===== config.mk =====
export PLATFORM = sky130hd
export DESIGN_NAME = procesador_filtros
export DESIGN_NICKNAME = d
export VERILOG_FILES = /design/src/rtl/procesador_filtros_pkg.sv /design/src/rtl/pf_filter_alu.sv /design/src/rtl/procesador_filtros.sv
export SDC_FILE = /design/constraint.sdc
export NUM_CORES = 1
export LEC_CHECK = 0
export BUFFER_PORTS_ARGS = -buffer_cell sky130_fd_sc_hd__buf_2
export CORE_UTILIZATION = 40
export DETAILED_ROUTE_END_ITERATION = 10
export GPL_ROUTABILITY_DRIVEN = 0
export PLACE_DENSITY = 0.62
export SYNTH_ARGS = -nofsm -noshare
export SYNTH_HDL_FRONTEND = slang
export SYNTH_SLANG_ARGS = --single-unit
export TNS_END_PERCENT = 5

===== constraint.sdc =====
create_clock -name clk -period 5.8 [get_ports clk]
set_clock_uncertainty 0.1 [all_clocks]
set_input_delay 0.87 -clock clk [delete_from_list [all_inputs] [get_ports clk]]
set_output_delay 0.87 -clock clk [all_outputs]
set_load 0.01 [all_outputs]

===== src/rtl/procesador_filtros_pkg.sv =====
// procesador_filtros_pkg: FSM states, filter mode codes and status word (R) field offsets.
package procesador_filtros_pkg;

    typedef enum logic [2:0] {IDLE, FETCH, CAPTURE, WRITE, DONE} state_e;

    localparam logic [1:0] MODE_COPY    = 2'd0;
    localparam logic [1:0] MODE_INVERT  = 2'd1;
    localparam logic [1:0] MODE_BLUR    = 2'd2;
    localparam logic [1:0] MODE_SHARPEN = 2'd3;

    localparam int R_IDX_LSB  = 0;
    localparam int R_ADDR_LSB = 32;
    localparam int R_RES_LSB  = 64;
    localparam int R_DONE_BIT = 72;

endpackage


===== src/rtl/pf_filter_alu.sv =====
// pf_filter_alu: combinational pixel filter over a 3-sample window (p0 newest).
// Sharpen is present only when PROCESADOR_FILTROS_SHARPEN_EN is defined; otherwise mode 3 copies.
module pf_filter_alu
    import procesador_filtros_pkg::*;
(
    input  logic [7:0] p0,
    input  logic [7:0] p1,
    input  logic [7:0] p2,
    input  logic [1:0] mode,
    output logic [7:0] result
);

    logic [9:0] blur_sum;
    assign blur_sum = {2'b00, p2} + {1'b0, p1, 1'b0} + {2'b00, p0};

`ifdef PROCESADOR_FILTROS_SHARPEN_EN
    logic signed [10:0] sharp;
    logic        [7:0]  sharp_clamp;
    assign sharp = 11'sd3 * $signed({3'b000, p0}) - $signed({3'b000, p1}) - $signed({3'b000, p2});
    // Negative saturates to 0, anything above 255 saturates to 255
    assign sharp_clamp = sharp[10] ? 8'd0 : (|sharp[9:8] ? 8'd255 : sharp[7:0]);
    always_comb begin
        result = mode == MODE_INVERT  ? ~p0 :
                 mode == MODE_BLUR    ? blur_sum[9:2] :
                 mode == MODE_SHARPEN ? sharp_clamp : p0;
    end
`else
    always_comb begin
        result = mode == MODE_INVERT ? ~p0 :
                 mode == MODE_BLUR   ? blur_sum[9:2] : p0;
    end
`endif

endmodule


===== src/rtl/procesador_filtros.sv =====
// procesador_filtros: streams NUM_PIXELS bytes from SRC_BASE through a filter to DST_BASE, 3 cycles/pixel.
// Optional sharpen filter (MODE 3) enabled by defining PROCESADOR_FILTROS_SHARPEN_EN.
module procesador_filtros
    import procesador_filtros_pkg::*;
#(
    parameter logic [31:0] SRC_BASE   = 32'h0000_0000,
    parameter logic [31:0] DST_BASE   = 32'h0001_0000,
    parameter logic [31:0] NUM_PIXELS = 32'd65536,
    parameter int          MODE       = 0
) (
    input  logic        clk,
    input  logic        rst,
    input  logic [7:0]  Data_in_RAM,
    output logic        mem_RE_RAM,
    output logic        mem_WE_RAM,
    output logic [31:0] Data_Dir_RAM,
    output logic [7:0]  Data_RAM,
    output logic [95:0] R
);

    localparam logic [1:0] MODE_SEL = MODE[1:0];

    state_e      state_q, state_d;
    logic [31:0] i_q, i_d;
    logic [7:0]  p0_q, p1_q, p2_q, p0_d, p1_d, p2_d;
    logic        re_q, re_d, we_q, we_d;
    logic [31:0] addr_q, addr_d, last_addr_q, last_addr_d;
    logic [7:0]  data_q, data_d, last_res_q, last_res_d;
    logic        done_q, done_d;
    logic        last_pix;
    logic [7:0]  filt;

    assign last_pix = ({1'b0, i_q} + 33'd1) >= {1'b0, NUM_PIXELS};

    pf_filter_alu u_alu (
        .p0     (p0_d),
        .p1     (p1_d),
        .p2     (p2_d),
        .mode   (MODE_SEL),
        .result (filt)
    );

    always_comb begin
        state_d = state_q;
        unique case (state_q)
            IDLE:    state_d = NUM_PIXELS == 32'd0 ? DONE : FETCH;
            FETCH:   state_d = CAPTURE;
            CAPTURE: state_d = WRITE;
            WRITE:   state_d = last_pix ? DONE : FETCH;
            default: state_d = DONE;
        endcase
    end

    // Outputs are registered from the next state so they line up with the state they describe
    always_comb begin
        i_d         = state_q == WRITE ? i_q + 32'd1 : i_q;
        p0_d        = state_q == CAPTURE ? Data_in_RAM : p0_q;
        p1_d        = state_q == CAPTURE ? p0_q : p1_q;
        p2_d        = state_q == CAPTURE ? p1_q : p2_q;
        re_d        = state_d == FETCH;
        we_d        = state_d == WRITE;
        addr_d      = state_d == FETCH ? SRC_BASE + i_d :
                      state_d == WRITE ? DST_BASE + i_d : 32'd0;
        data_d      = state_d == WRITE ? filt : 8'd0;
        last_addr_d = state_d == WRITE ? addr_d : last_addr_q;
        last_res_d  = state_d == WRITE ? filt : last_res_q;
        done_d      = state_d == DONE;
    end

    always_ff @(posedge clk) begin
        if (rst) begin
            state_q     <= IDLE;
            i_q         <= '0;
            p0_q        <= '0;
            p1_q        <= '0;
            p2_q        <= '0;
            re_q        <= 1'b0;
            we_q        <= 1'b0;
            addr_q      <= '0;
            data_q      <= '0;
            last_addr_q <= '0;
            last_res_q  <= '0;
            done_q      <= 1'b0;
        end else begin
            state_q     <= state_d;
            i_q         <= i_d;
            p0_q        <= p0_d;
            p1_q        <= p1_d;
            p2_q        <= p2_d;
            re_q        <= re_d;
            we_q        <= we_d;
            addr_q      <= addr_d;
            data_q      <= data_d;
            last_addr_q <= last_addr_d;
            last_res_q  <= last_res_d;
            done_q      <= done_d;
        end
    end

    assign mem_RE_RAM   = re_q;
    assign mem_WE_RAM   = we_q;
    assign Data_Dir_RAM = addr_q;
    assign Data_RAM     = data_q;
    assign R            = {23'd0, done_q, last_res_q, last_addr_q, i_q};

endmodule


=== After elaboration in Yosys (flattened, before gate mapping) ===
Cells that the tools add are included.
W data, S select, Z words.

* Register bits after elaboration: 126

* Add/subtract/negate cells: 3
* Order comparisons: 1
* Equal/unequal tests: 6
* Mux-type cells: 6
* Bitwise gates (word level): 1
* Reductions and logical operators: 2

{| class="wikitable"
|+ Operators with widths
! cell !! number
|-
| $mux W32 || 3
|-
| $add A32 B1 Y33 const B || 1
|-
| $ge A33 B17 Y1 const B || 1
|-
| $add A17 B32 Y32 const A || 1
|-
| $add A32 B1 Y32 const B || 1
|-
| $pmux W3 S4 || 1
|-
| $eq A3 B2 Y1 const B || 3
|-
| $mux W8 || 1
|-
| $eq A3 B1 Y1 const B || 2
|-
| $eq A3 B3 Y1 const B || 1
|-
| $logic_not A3 Y1 || 1
|-
| $mux W3 || 1
|-
| $reduce_or A2 Y1 || 1
|-
| $not A1 Y1 || 1
|}

=== Logic depth before layout (Yosys ltp) ===
Gate-level depths: netlist (run 1).

* Depth in word-level cells: 7
* Mapped depth: 13
* Gate-level depth less buffers: 12

=== Cells and area by module ===
A second synthesis (run 1) with hierarchy kept.

* Cell total of the unflattened synthesis: 862
* Area, all modules: 7,051.8 sq um

{| class="wikitable"
|+ By module, submodules not included
! module !! instances !! cells each !! area an instance (sq um) !! seq. area each (sq um)
|-
| procesador_filtros || 1 || 775 || 6,379.9 || 2,842.7
|-
| pf_filter_alu || 1 || 87 || 671.9 || 0.0
|}

=== Least setup slack after synthesis (run 1) ===
OpenSTA, ideal clock, no wires.

* Path kind: flip-flop to flip-flop
* From: register i_q[0]
* To: register last_addr_q[28]
* Library setup time: 0.067 ns
* Arrival time: 2.852 ns
* Required time: 5.633 ns
* Slack: 2.782 ns
* Cell stages (with the launch flop): 13
* Path buffers: 0
* Cell sequence: dfxtp_1 ha_1 nand3_1 nor2_1 nand2_1 xor2_1 inv_1 ha_1 nand2_1 nor3_2 and3_1 or3_1 a21oi_2

* Elaborated cells between the ends (all ways): 11
* Those cells by class: add/sub: 3; order compare: 1; eq/ne: 2; mux: 5

{| class="wikitable"
|+ RTL lines
! what !! line !! RTL
|-
| start: declaration || procesador_filtros.sv:24 || <nowiki>logic [31:0] i_q, i_d;</nowiki>
|-
| start signal: assignment || procesador_filtros.sv:86 || <nowiki>i_q <= i_d;</nowiki>
|-
| $add A32 B1 Y32 || procesador_filtros.sv:56 || <nowiki>i_d = state_q == WRITE ? i_q + 32'd1 : i_q;</nowiki>
|-
| $mux W32 || procesador_filtros.sv:56 ||
|-
| net i_d[16] || procesador_filtros.sv:24 ||
|-
| $add A17 B32 Y32 || procesador_filtros.sv:63 || <nowiki>state_d == WRITE ? DST_BASE + i_d : 32'd0;</nowiki>
|-
| $mux W32 || procesador_filtros.sv:63 ||
|-
| $mux W32 || procesador_filtros.sv:62 || <nowiki>addr_d = state_d == FETCH ? SRC_BASE + i_d :</nowiki>
|-
| end signal: assignment || procesador_filtros.sv:94 || <nowiki>last_addr_q <= last_addr_d;</nowiki>
|-
| end: declaration || procesador_filtros.sv:27 || <nowiki>logic [31:0] addr_q, addr_d, last_addr_q, last_addr_d;</nowiki>
|}

The timed path passes the listed nets, and every way through them passes these cells.
A chain may end at the register's enable or synchronous reset.

=== Final worst setup path (run 1) ===
* From: register i_q[4]
* To: register addr_q[25], in the netlist Data_Dir_RAM[25]

* Cells in the longest elaborated chain, start to end: 7
* Elaborated cells between the ends (all ways): 11
* Those cells by class: add/sub: 3; order compare: 1; eq/ne: 2; mux: 5

{| class="wikitable"
|+ Ends and longest elaborated chain
! what !! line !! RTL
|-
| $add A32 B1 Y33 || procesador_filtros.sv:33 || <nowiki>assign last_pix = ({1'b0, i_q} + 33'd1) >= {1'b0, NUM_PIXELS};</nowiki>
|-
| $ge A33 B17 Y1 || procesador_filtros.sv:33 ||
|-
| $mux W3 || procesador_filtros.sv:49 || <nowiki>WRITE: state_d = last_pix ? DONE : FETCH;</nowiki>
|-
| $pmux W3 S4 || procesador_filtros.sv:45 || <nowiki>unique case (state_q)</nowiki>
|-
| $eq A3 B2 Y1 || procesador_filtros.sv:63 ||
|-
| $mux W32 || procesador_filtros.sv:63 ||
|-
| $mux W32 * || procesador_filtros.sv:62 ||
|-
| end signal: assignment || procesador_filtros.sv:92 || <nowiki>addr_q <= addr_d;</nowiki>
|-
| end: declaration || procesador_filtros.sv:27 ||
|}

Every way passes the cells marked *; elsewhere a longest branch is shown, timed or not.

==> reports/qor.log, run 1 <==
qor: run_status.run_status completed
qor: setup_path.crit-reg2reg-capture Data_Dir_RAM[25]$_SDFF_PP0_
qor: setup_path.timing.critical_path.cells nand3_2, nor3_1, and3_1, mux2i_1, o21bai_1, nor4_4, o21ai_2, and3b_1
qor: run.maxCapViolations 0
qor: clocking.numClockSinks 118
qor: setup_path.setup.worst_path.class register to register
qor: clocking.cts-root-to-sink-buffers 2
qor: synth.most_common_cell_in_the_synthesized_netlist sky130_fd_sc_hd__dfxtp_1
qor: floorplanning.start_util 41.5%
qor: setup_path.data_arrival_time_of_the_critical_path 4.02 ns
qor: pwr.peakVddDrop 216 uV
qor: worst_hold_path.timing.hold.worst_path_depth 2
qor: timing.worst_pin_slew 1.24 ns
qor: clocking.cts-root-buf sky130_fd_sc_hd__clkbuf_16
qor: global_route.track_usage 21.7%
qor: synth.synth_seq_area_share 44.8%
qor: timing.relSlewSlack 16.7%
qor: floorplanning.die-height 117 um
qor: drt.routedWlPerCell 15.8 um
qor: drt.drtPass1Iterations 8
qor: setup_path.critical_path_data_required_time 6.00 ns
qor: clocking.tritoncts_clock_tree yes
qor: setup_path.critical_path_buf_inv_count 0
qor: finish.design.final.nets 742
qor: drt.vias_per_cell 5.17
qor: setup_path.timing.critical_path.max_delay_family simple AND/OR/NAND/NOR gates
qor: clocking.cts-resized-gates 0
qor: setup_path.critPathCaptureType register
qor: place.standard_cell_area_after_detailed_placement 5870 um^2
qor: finish.synthToLayoutAreaGrowth 22.6%
qor: worst_hold_path.worst_hold_startpoint last_addr_q[3]$_SDFFE_PP0N_
qor: synth.ys_top_cells_by_area sky130_fd_sc_hd__dfxtp_1 45%, sky130_fd_sc_hd__nor2_1 7.0%, sky130_fd_sc_hd__nand2_1 5.8%
qor: floorplanning.die_x 117 um
qor: synth.synthesis.area_per_instance 8.47 um^2
qor: synth.post_synth_instance_area 5280 um^2
qor: setup_path.r2r.worst_path.cells 8
qor: setup_path.startpoint_type register
qor: synth.synthDominantCellAreaShare 44.8%
qor: timing.finalWorstPathRequiredPeriod 3.82 ns
qor: finish.fillers 1247
qor: pwr.finalPower 2.01 mW
qor: timing.rsz0062_at_grt no
qor: synth.ys_top_cells_by_count 118 x sky130_fd_sc_hd__dfxtp_1, 98 x sky130_fd_sc_hd__nor2_1, 81 x sky130_fd_sc_hd__nand2_1, 31 x sky130_fd_sc_hd__nand3_1, 29 x sky130_fd_sc_hd__xnor2_1
qor: floorplanning.i_o_pins 148
qor: clocking.cts.repair_timing.setup_buffer_count 0
qor: global_route.largest_net_degree_at_the_start_of_global_routing 62
qor: floorplanning.floorplan.die_area 13700 um^2
qor: setup_path.critical_path.reg2reg.startpoint i_q[4]$_SDFF_PP0_
qor: floorplanning.core_area 12700 um^2
qor: clocking.clk-insertion-delay-late 0.41 ns
qor: finish.fraction_of_layout_instances_using_a_drive_strength_above_1 24.0%
qor: synth.number_of_warnings_printed_during_yosys_synthesis 0
qor: worst_hold_path.min_path_type register to register
qor: floorplanning.rows 41
qor: worst_hold_path.timing.hold.worst_endpoint last_addr_q[3]$_SDFFE_PP0N_
qor: synth.most_area_hungry_cell_type_in_the_yosys_netlist sky130_fd_sc_hd__dfxtp_1
qor: drt.route.antenna.remaining_nets 0
qor: place.place.detailed.hpwl 10400 um
qor: synth.async_s_r_ff_share_synth 0%
qor: synth.synthCells 623
qor: setup_path.worst-path-max-fanout 26
qor: place.port_buffers 124
qor: finish.design_area 6470 um^2
qor: clocking.cts_made_buffers 17
qor: finish.final_core_utilization 50.9%
qor: clocking.cts_hold_buffers_added 0
qor: drt.vias 4725
qor: global_route.global_route.overflow_total 0
qor: synth.yosysUniqueCellTypes 56
qor: synth.synth_enable_flop_cells 0
qor: global_route.grt_first_pass_wirelength 22300 um
qor: synth.count_of_state_elements_after_synthesis 118
qor: timing.final-max-slew-violation-count 0
qor: global_route.grt_antenna_before_repair 0
qor: timing.fin_setup_tns 0 ns
qor: setup_path.cpMaxStageDelayCell sky130_fd_sc_hd__nor3_1
qor: drt.route.final.wire_length 14500 um
qor: timing.hold_viol_final 0
qor: global_route.first_global_vias 4288
qor: clocking.clk_transition_reported_paths 0.05 ns
qor: setup_path.ff2ff_setup_slack 1.98 ns
qor: setup_path.critical-path-max-stage-delay 1.02 ns
qor: timing.fin_crit_sh 65.9%
qor: drt.drc_errors 0
qor: pwr.leakage 2.84 nW
qor: finish.antennaDiodeCount 0
qor: drt.dr.first_iter.drc_count 379
qor: timing.final-setup-viol-count 0
qor: pwr.power.density_cell_area 311 nW/um^2
qor: clocking.htreeDepth 4
qor: timing.fmax 262 MHz
qor: synth.most_used_flip_flop_cell_after_synthesis sky130_fd_sc_hd__dfxtp_1
==> cells in the final DEF, fill, tap and decap left out, types with 4 or more instances in the layout <==
| cell type | synthesis | routed |
|---|---|---|
| sky130_fd_sc_hd__dfxtp_1 | 118 | 118 |
| sky130_fd_sc_hd__or2_2 | 4 | 4 |
| sky130_fd_sc_hd__nand3_1 | 31 | 31 |
| sky130_fd_sc_hd__nor2_1 | 98 | 97 |
| sky130_fd_sc_hd__nor4_1 | 8 | 8 |
| sky130_fd_sc_hd__clkinv_2 | 0 | 4 |
| sky130_fd_sc_hd__a31oi_1 | 4 | 4 |
| sky130_fd_sc_hd__o21ai_0 | 8 | 8 |
| sky130_fd_sc_hd__nand2_1 | 81 | 81 |
| sky130_fd_sc_hd__and2_1 | 6 | 6 |
| sky130_fd_sc_hd__a211oi_1 | 6 | 6 |
| sky130_fd_sc_hd__xnor2_1 | 29 | 29 |
| sky130_fd_sc_hd__and3_1 | 14 | 14 |
| sky130_fd_sc_hd__conb_1 | 1 | 23 |
| sky130_fd_sc_hd__nand4b_1 | 4 | 4 |
| sky130_fd_sc_hd__a21oi_1 | 23 | 23 |
| sky130_fd_sc_hd__inv_1 | 11 | 11 |
| sky130_fd_sc_hd__xor2_1 | 19 | 19 |
| sky130_fd_sc_hd__buf_2 | 10 | 124 |
| sky130_fd_sc_hd__or3_1 | 5 | 5 |
| sky130_fd_sc_hd__nor4_4 | 4 | 4 |
| sky130_fd_sc_hd__mux2i_1 | 5 | 5 |
| sky130_fd_sc_hd__nor3_1 | 16 | 16 |
| sky130_fd_sc_hd__o211ai_1 | 5 | 5 |
| sky130_fd_sc_hd__and4_1 | 5 | 5 |
| sky130_fd_sc_hd__clkbuf_16 | 0 | 17 |
| sky130_fd_sc_hd__nand4_1 | 11 | 11 |
==> sequential cells by signal, summed over array words and instances (netlist names) <==
register	count
last_res_q	8
last_addr_q	32
Data_Dir_RAM	32
mem_WE_RAM	1
i_q	32
mem_RE_RAM	1
state_q	3
Data_RAM	8
done_q	1
==> worst max path at each step <==
stage	startpoint	to	slack [ns]	cells past startpoint
3_5_place_dp	i_q[4]$_SDFF_PP0_	Data_Dir_RAM[25]$_SDFF_PP0_	2.04	8
2_1_floorplan	i_q[0]$_SDFF_PP0_	last_addr_q[28]$_SDFFE_PP0N_	2.78	12
5_1_grt	i_q[4]$_SDFF_PP0_	Data_Dir_RAM[25]$_SDFF_PP0_	1.71	8
4_1_cts	i_q[4]$_SDFF_PP0_	Data_Dir_RAM[25]$_SDFF_PP0_	2.02	8
3_3_place_gp	i_q[0]$_SDFF_PP0_	last_addr_q[28]$_SDFFE_PP0N_	2.10	12
6_report	i_q[4]$_SDFF_PP0_	Data_Dir_RAM[25]$_SDFF_PP0_	1.98	8
==> worst min-delay path, cell delays in order (launching register included) <==
cell and delay, ns:
sky130_fd_sc_hd__dfxtp_1 0.30, sky130_fd_sc_hd__nand2_1 0.05, sky130_fd_sc_hd__a21oi_1 0.05
==> per-layer routing <==
layer | global-route usage, % | up-vias | part of all wire, % | wire length (um)
met4 | 8.35 | 0 | 2.0 | 287
met5 | 0 | - | 0 | 0
li1 | - | 2298 | - | -
met3 | 5.87 | 33 | 7.5 | 1090
met2 | 33.3 | 192 | 45 | 6460
met1 | 29.0 | 2202 | 46 | 6640
==> cell type report <==
| type | instances | area [um^2] | share of cell area [%] |
|---|---|---|---|
| Sequential cell | 118 | 2360 | 36.5 |
| Clock inverter | 12 | 151 | 2.34 |
| Timing Repair Buffer | 126 | 636 | 9.82 |
| Tap cell | 172 | 215 | 3.32 |
| Multi-Input combinational cell | 455 | 2620 | 40.5 |
| Inverter | 11 | 41.3 | 0.638 |
| Clock buffer | 20 | 447 | 6.90 |
==> report_power, final <==
group,internal [mW],total (mW),switching [mW]
registers,0.827,0.837,0.0102
clock network,0.686,1.06,0.375
logic,0.0303,0.112,0.0814
==> cell families (layout without fill, tap and decap cells) <==
| logic type | Yosys count | count (layout) | share of synthesized area [%] |
|---|---|---|---|
| xor gates and xnor gates | 48 | 48 | 7.97 |
| other | 1 | 23 | 0.0711 |
| and+or+nand+nor | 304 | 304 | 28.9 |
| buffers and inverters | 72 | 169 | 7.21 |
| DFF | 118 | 118 | 44.8 |
| AOI/OAI and AO/OA | 72 | 72 | 9.44 |
| muxes | 5 | 5 | 0.948 |
| adders and majority gates | 3 | 3 | 0.711 |
==> through the flow <==
| stage | cells | hold slack (ns) | setup WS, ns |
|---|---|---|---|
| 2_1_floorplan | 645 | 0.373 | 2.78 |
| 5_1_grt | 914 | 0.376 | 1.71 |
| 3_3_place_gp | 882 | 0.339 | 2.10 |
| 4_1_cts | 914 | 0.355 | 2.02 |
| 3_5_place_dp | 882 | 0.347 | 2.04 |
| 6_report | 914 | 0.353 | 1.98 |
Power figures use the tool's default switching activity.
==> run 2, diff against run 1 <==
==> constraint.sdc (replaced) <==
create_clock -name clk -period 3.6 [get_ports clk]
set_clock_uncertainty 0.1 [all_clocks]
set_input_delay 0.54 -clock clk [delete_from_list [all_inputs] [get_ports clk]]
set_output_delay 0.54 -clock clk [all_outputs]
set_load 0.01 [all_outputs]
==> run 2 against run 1 <==
  * Global-route usage rose by 0.58 points
  * Cell area is 1.9% higher
  * Combinational power rose by 71%
  * Wire length grew 2.9%
  * Sequential power rose by 61%
  * Final cell count up 1.3%
  * Core utilization rose by 0.98 points
  * Worst hold slack got worse by 0.086 ns
==> reports/qor.log, run 2 (synthesis results as in run 1) <==
qor: place.placedCellCount 894 [+1.4%]
qor: pwr.p_comb_share 5.8% [+0.2 points]
qor: finish.design.final.nets 754 [+1.6%]
qor: setup_path.r2r.worst_path.cells 11 [+3]
qor: run.maxCapViolations 0 [unchanged]
qor: setup_path.critical_path.reg2reg.startpoint i_q[0]$_SDFF_PP0_
qor: clocking.cts-resized-gates 0 [unchanged]
qor: floorplanning.i_o_pins 148 [unchanged]
qor: drt.drtPass1Iterations 5 [-3]
qor: timing.relSlewSlack 41.2% [+25 points]
qor: timing.fin_setup_tns 0 ns [unchanged]
qor: clocking.clk_transition_reported_paths 0.06 ns [about the same]
qor: timing.fmax 299 MHz [+14%]
qor: floorplanning.die-height 117 um [unchanged]
qor: setup_path.critical-path-max-stage-delay 0.53 ns [-0.49 ns]
qor: finish.synthToLayoutAreaGrowth 25.0%
qor: pwr.power_switching_share 24.6% [+1.4 points]
qor: finish.fraction_of_layout_instances_using_a_drive_strength_above_1 25.5% [+1.5 points]
qor: drt.vias 4793 [+1.4%]
qor: setup_path.critical_path_buf_inv_count 1 [+1]
qor: setup_path.ff2ff_setup_slack 0.26 ns [-1.72 ns]
qor: global_route.first_global_vias 4428 [+3.3%]
qor: clocking.cts-root-to-sink-buffers 2 [unchanged]
qor: clocking.cts_made_buffers 17 [unchanged]
qor: finish.layout_common_cells 124 x sky130_fd_sc_hd__buf_2, 118 x sky130_fd_sc_hd__dfxtp_1, 97 x sky130_fd_sc_hd__nor2_1
qor: floorplanning.floorplan.die_area 13700 um^2 [unchanged]
qor: drt.vias_per_cell 5.18 [+0.12%]
qor: floorplanning.die_x 117 um [unchanged]
qor: setup_path.critical_path_data_required_time 3.84 ns [-2.16 ns]
qor: pwr.p_switching 0.813 mW [+74%]
qor: drt.drc_errors 0 [unchanged]
qor: finish.mostFrequentLayoutCell sky130_fd_sc_hd__buf_2
qor: place.post-place-ws 0.274 ns [-1.77 ns]
qor: clocking.cts.repair_timing.setup_buffer_count 0 [unchanged]
qor: setup_path.critical-path-top-cell-by-count sky130_fd_sc_hd__nand2_1
qor: global_route.grt_first_pass_wirelength 22900 um [+2.7%]
qor: worst_hold_path.worst_hold_startpoint Data_in_RAM[4]
qor: global_route.track_usage 22.3% [+0.58 points]
qor: drt.route.antenna.remaining_nets 0 [unchanged]
qor: setup_path.timing.critical_path.max_delay_family simple AND/OR/NAND/NOR gates
qor: clocking.cts-root-buf sky130_fd_sc_hd__clkbuf_16
qor: global_route.global_route.overflow_total 0 [unchanged]
qor: global_route.grt_antenna_before_repair 0 [unchanged]
qor: setup_path.cpMaxStageDelayCell sky130_fd_sc_hd__and4_1
qor: clocking.tritoncts_clock_tree yes
qor: drt.dr.first_iter.drc_count 382 [+0.79%]
qor: place.place.detailed.hpwl 10700 um [+3.0%]
qor: setup_path.crit-reg2reg-capture last_addr_q[28]$_SDFFE_PP0N_
qor: pwr.power_frac_clock 53.4% [+0.6 points]
qor: pwr.power.density_cell_area 501 nW/um^2 [+61%]
qor: setup_path.data_arrival_time_of_the_critical_path 3.58 ns [-0.44 ns]
qor: global_route.largest_net_degree_at_the_start_of_global_routing 62 [unchanged]
qor: pwr.peakVddDrop 291 uV [+35%]
qor: worst_hold_path.min_path_type primary input to register
qor: pwr.internal_power 2.49 mW [+62%]
qor: setup_path.setup.worst_path.class register to register
qor: clocking.clk-insertion-delay-late 0.41 ns [about the same]
qor: setup_path.startpoint_type register
qor: timing.setup_slack 0.257 ns [-1.72 ns]
qor: timing.worst_pin_slew 0.882 ns [-0.358 ns]
qor: clocking.htreeDepth 4 [unchanged]
qor: timing.final-max-slew-violation-count 0 [unchanged]
qor: run_status.run_status completed
qor: drt.route.final.wire_length 14900 um [+2.9%]
qor: setup_path.worst-path-max-fanout 11 [-58%]
qor: clocking.numClockSinks 118 [unchanged]
qor: floorplanning.core_area 12700 um^2 [unchanged]
qor: timing.hold_viol_final 0 [unchanged]
qor: pwr.leakage 2.91 nW [+2.6%]
qor: worst_hold_path.timing.hold.worst_endpoint Data_RAM[4]$_SDFF_PP0_
qor: finish.antennaDiodeCount 0 [unchanged]
qor: timing.fin_crit_sh 92.9% [+27 points]
qor: setup_path.timing.critical_path.cells and4_1, nand2_1, nor3_1, xnor2_1, inv_1, ha_1, nand2_1, nor3_2, and3_1, or3_1, a21oi_2
qor: timing.finalWorstPathRequiredPeriod 3.34 ns [-0.481 ns]
qor: drt.routedWlPerCell 16.1 um [+1.5%]
qor: floorplanning.start_util 41.5% [unchanged]
qor: floorplanning.rows 41 [unchanged]
qor: finish.instances_no_fill 926 [+1.3%]
qor: pwr.power.sequential.fraction 40.8% [-0.9 points]
qor: timing.final-setup-viol-count 0 [unchanged]
qor: worst_hold_path.timing.hold.worst_path_depth 2 [unchanged]
qor: clocking.cts_hold_buffers_added 0 [unchanged]
qor: setup_path.critPathCaptureType register
qor: place.port_buffers 124 [unchanged]
qor: timing.rsz0062_at_grt no
==> run 2: changes by cell type in the layout (fill, tap and decap cells not counted) <==
cell	previous run	this run
sky130_fd_sc_hd__buf_4	2	13
sky130_fd_sc_hd__clkinv_2	4	0
sky130_fd_sc_hd__clkinv_4	1	5
sky130_fd_sc_hd__clkbuf_1	2	0
sky130_fd_sc_hd__inv_6	2	4
sky130_fd_sc_hd__buf_12	0	1
sky130_fd_sc_hd__clkbuf_8	1	0
sky130_fd_sc_hd__inv_8	0	1
==> run 2: how the worst max path moves through the flow <==
stage                       from                      endpoint  slack (ns)  depth (start not counted)
6_report       i_q[0]$_SDFF_PP0_  last_addr_q[28]$_SDFFE_PP0N_        0.26                         11
5_1_grt        i_q[0]$_SDFF_PP0_  last_addr_q[28]$_SDFFE_PP0N_        0.05                         11
4_1_cts        i_q[0]$_SDFF_PP0_  last_addr_q[28]$_SDFFE_PP0N_        0.28                         11
3_5_place_dp   i_q[0]$_SDFF_PP0_  last_addr_q[28]$_SDFFE_PP0N_        0.27                         11
3_3_place_gp   i_q[0]$_SDFF_PP0_  last_addr_q[28]$_SDFFE_PP0N_        0.41                         11
2_1_floorplan  i_q[0]$_SDFF_PP0_  last_addr_q[28]$_SDFFE_PP0N_        0.58                         12
==> run 2: layout make-up <==
type	count	area, um^2
timing repair buffer	138	738
tap	172	215
sequential	118	2360
multi-input combinational	455	2620
inverter	11	41.3
clock buffer	17	425
clock inverter	15	195
fill	1250	6120
==> run 2: routing by layer <==
metal | global-route usage, % | up-vias | share of wire (%)
met5 | 0 | - | 0
met2 | 35.2 | 207 | 46
li1 | - | 2307 | -
met1 | 29.3 | 2262 | 46
met3 | 5.61 | 17 | 7.0
met4 | 8.44 | 0 | 0.99
==> run 2: metrics by stage <==
stage                     area, um^2  power (mW)  utilization (%)  hold WS, ns
after detailed placement        5980        1.57             47.0        0.345
after floorplan                 5360        1.52                -        0.373
final                           6600        3.31             51.9        0.267
after global routing            6600        3.41             51.9        0.263
after CTS                       6600        3.34             51.9        0.250
after global placement          5980        1.57             47.0        0.339
==> run 2: power by group through the flow <==
stage / Sequential [mW] / Clock [mW] / Combinational, mW
2_1_floorplan: 1.38 / 0 / 0.135
3_3_place_gp: 1.38 / 0 / 0.190
3_5_place_dp: 1.38 / 0 / 0.191
4_1_cts: 1.35 / 1.80 / 0.192
5_1_grt: 1.35 / 1.85 / 0.211
6_report: 1.35 / 1.77 / 0.192
==> run 2: worst reg2reg max path, delay by kind of cell (launching register included) <==
family          cells  cell delay (ns)
simple gates        7             1.84
compound gates      1             0.11
buf+inv             1             0.11
xor+xnor            1             0.36
fa+ha+maj           1             0.27
flops               1             0.49
==> run 3, diff against run 2 <==
--- a/config.mk
+++ b/config.mk
@@ -6,10 +6,11 @@
 export NUM_CORES = 1
 export LEC_CHECK = 0
 export BUFFER_PORTS_ARGS = -buffer_cell sky130_fd_sc_hd__buf_2
-export CORE_UTILIZATION = 40
+export CORE_UTILIZATION = 45
 export DETAILED_ROUTE_END_ITERATION = 10
 export GPL_ROUTABILITY_DRIVEN = 0
-export PLACE_DENSITY = 0.62
+export PLACE_DENSITY = 0.68
+export SETUP_SLACK_MARGIN = 0.5
 export SYNTH_ARGS = -nofsm -noshare
 export SYNTH_HDL_FRONTEND = slang
 export SYNTH_SLANG_ARGS = --single-unit
==> run 3 against run 2 <==
  * Critical path depth down 3
  * Cell area up 2.0%
  * Global-route usage up 1.7 points
  * Power down 0.99%
  * Clock-buffer cell count up 1
  * Clock power about the same
  * Register-to-register slack better by 0.31 ns
  * Critical endpoint is now Data_Dir_RAM[18]$_SDFF_PP0_
  * Largest power group unchanged
  * Highest routed layer is now met5
==> reports/qor.log, run 3 (synthesis results as in run 1) <==
qor: setup_path.worst-path-max-fanout 12 [+1]
qor: finish.antennaDiodeCount 0 [unchanged]
qor: timing.hold-worst-slack 0.262 ns [-0.00569 ns]
qor: drt.route.final.wire_length 14700 um [-1.6%]
qor: global_route.grt_first_pass_wirelength 21900 um [-4.4%]
qor: timing.relSlewSlack 47.3% [+6.1 points]
qor: drt.vias_per_cell 5.41 [+4.5%]
qor: timing.rsz0062_at_grt yes
qor: timing.worst_pin_slew 0.791 ns [-0.0917 ns]
qor: timing.fmax 330 MHz [+10%]
qor: finish.design.final.nets 759 [+0.66%]
qor: setup_path.critical_path_data_required_time 3.81 ns [-0.03 ns]
qor: timing.finalWorstPathRequiredPeriod 3.03 ns [-0.311 ns]
qor: clocking.htreeDepth 4 [unchanged]
qor: finish.instances_no_fill 902 [-2.6%]
qor: pwr.peakVddDrop 481 uV [+65%]
qor: pwr.power.density_cell_area 486 nW/um^2 [-2.9%]
qor: place.standard_cell_area_after_detailed_placement 5920 um^2 [-0.94%]
qor: clocking.numClockSinks 118 [unchanged]
qor: floorplanning.i_o_pins 148 [unchanged]
qor: setup_path.critPathCaptureType register
qor: floorplanning.core_area 11400 um^2 [-10%]
qor: clocking.clk-insertion-delay-late 0.42 ns [about the same]
qor: finish.fillers 998 [-20%]
qor: timing.final-max-slew-violation-count 0 [unchanged]
qor: setup_path.startpoint_type register
qor: clocking.clk_transition_reported_paths 0.06 ns [about the same]
qor: worst_hold_path.timing.hold.worst_path_depth 2 [unchanged]
qor: drt.route.antenna.remaining_nets 0 [unchanged]
qor: setup_path.setup.worst_path.class register to register
qor: clocking.cts-root-to-sink-buffers 2 [unchanged]
qor: place.place.detailed.hpwl 10100 um [-5.1%]
qor: timing.fin_setup_tns 0 ns [unchanged]
qor: clocking.tritoncts_clock_tree yes
qor: finish.layout_common_cells 124 x sky130_fd_sc_hd__buf_2, 99 x sky130_fd_sc_hd__dfxtp_1, 96 x sky130_fd_sc_hd__nor2_1
qor: setup_path.r2r.worst_path.cells 8 [-3]
qor: floorplanning.start_util 46.2% [+4.7 points]
qor: finish.mostFrequentLayoutCell sky130_fd_sc_hd__buf_2
qor: place.port_buffers 124 [unchanged]
qor: clocking.cts_hold_buffers_added 0 [unchanged]
qor: setup_path.data_arrival_time_of_the_critical_path 3.24 ns [-0.34 ns]
qor: timing.final-setup-viol-count 0 [unchanged]
qor: drt.drc_errors 0 [unchanged]
qor: run_status.run_status completed
qor: finish.fraction_of_layout_instances_using_a_drive_strength_above_1 30.2% [+4.7 points]
qor: worst_hold_path.min_path_type primary input to register
qor: global_route.first_global_vias 4365 [-1.4%]
qor: place.placedCellCount 864 [-3.4%]
qor: global_route.global_route.overflow_total 0 [unchanged]
qor: pwr.finalPower 3.27 mW [-0.99%]
qor: floorplanning.floorplan.die_area 12200 um^2 [-11%]
qor: timing.hold_viol_final 0 [unchanged]
qor: run.maxCapViolations 0 [unchanged]
qor: floorplanning.rows 39 [-4.9%]
qor: global_route.grt_antenna_before_repair 1 [+1]
qor: clocking.cts-root-buf sky130_fd_sc_hd__clkbuf_16
qor: timing.fin_crit_sh 84.2% [-8.6 points]
qor: clocking.cts_made_buffers 17 [unchanged]
qor: drt.routedWlPerCell 16.2 um [+1.0%]
qor: global_route.largest_net_degree_at_the_start_of_global_routing 62 [unchanged]
qor: pwr.leakage 2.98 nW [+2.4%]
qor: floorplanning.die-height 110 um [-5.6%]
qor: drt.vias 4880 [+1.8%]
qor: finish.design_area 6730 um^2 [+2.0%]
qor: finish.synthToLayoutAreaGrowth 27.5%
qor: drt.drtPass1Iterations 5 [unchanged]
qor: drt.dr.first_iter.drc_count 460 [+20%]
qor: global_route.track_usage 23.9% [+1.7 points]
qor: floorplanning.die_x 110 um [-5.6%]
==> run 3: what timing repair did <==
item	4_1_cts	5_1_grt
endpoints found under the setup margin	23	44
pin swaps	0	3
resized for setup	7	35
endpoints found under the hold margin	0	0
buffers inserted	0	6
==> run 3: final timing paths <==
kind | start | endpoint | slack (ns)
max | i_q[14]$_SDFF_PP0_ | Data_Dir_RAM[18]$_SDFF_PP0_ | 0.57
min | Data_in_RAM[0] | Data_RAM[0]$_SDFF_PP0_ | 0.26
max reg2reg | i_q[14]$_SDFF_PP0_ | Data_Dir_RAM[18]$_SDFF_PP0_ | 0.57
min reg2reg | last_res_q[7]$_SDFFE_PP0N_ | last_res_q[7]$_SDFFE_PP0N_ | 0.35
==> run 3: final cells by class <==
cell class                 instances  area (um^2)  share of cell area [%]
multi-input combinational        455         2740                    40.7
sequential                       118         2400                    35.6
inverter                          11         41.3                   0.614
timing repair buffer             143          763                    11.3
clock inverter                    14          174                    2.58
clock buffer                      18          439                    6.53
tap                              143          179                    2.66
==> run 3: worst max-delay path, cell delays in order (launching register included) <==
cell	delay (ns)
sky130_fd_sc_hd__dfxtp_1	0.43
sky130_fd_sc_hd__nand4_1	0.27
sky130_fd_sc_hd__or4_4	0.56
sky130_fd_sc_hd__nor4_1	0.28
sky130_fd_sc_hd__nand2_1	0.08
sky130_fd_sc_hd__a31o_2	0.24
sky130_fd_sc_hd__nor4_4	0.44
sky130_fd_sc_hd__o21ai_4	0.20
sky130_fd_sc_hd__a21oi_1	0.32
==> run 3: power breakdown <==
part	internal [mW]	switching [mW]	total, mW
Sequential	1.33	0.0168	1.35
Clock	1.11	0.627	1.74
Combinational	0.0535	0.136	0.190
Total	2.49	0.781	3.27
==> run 3: metrics by stage <==
step	worst slack (ns)	utilization [%]
after floorplan	0.582	-
after global placement	0.436	51.9
after detailed placement	0.237	51.9
after CTS	0.465	57.6
after global routing	0.471	58.9
final	0.568	58.9
==> run 3: routing by layer <==
metal / part of all wire (%) / wire length (um) / vias up / track usage, %
li1: - / - / 2318 / -
met1: 42 / 6190 / 2275 / 29.9
met2: 47 / 6900 / 247 / 37.8
met3: 9.0 / 1320 / 38 / 7.17
met4: 1.6 / 234 / 2 / 11.0
met5: 0.055 / 8 / - / 0
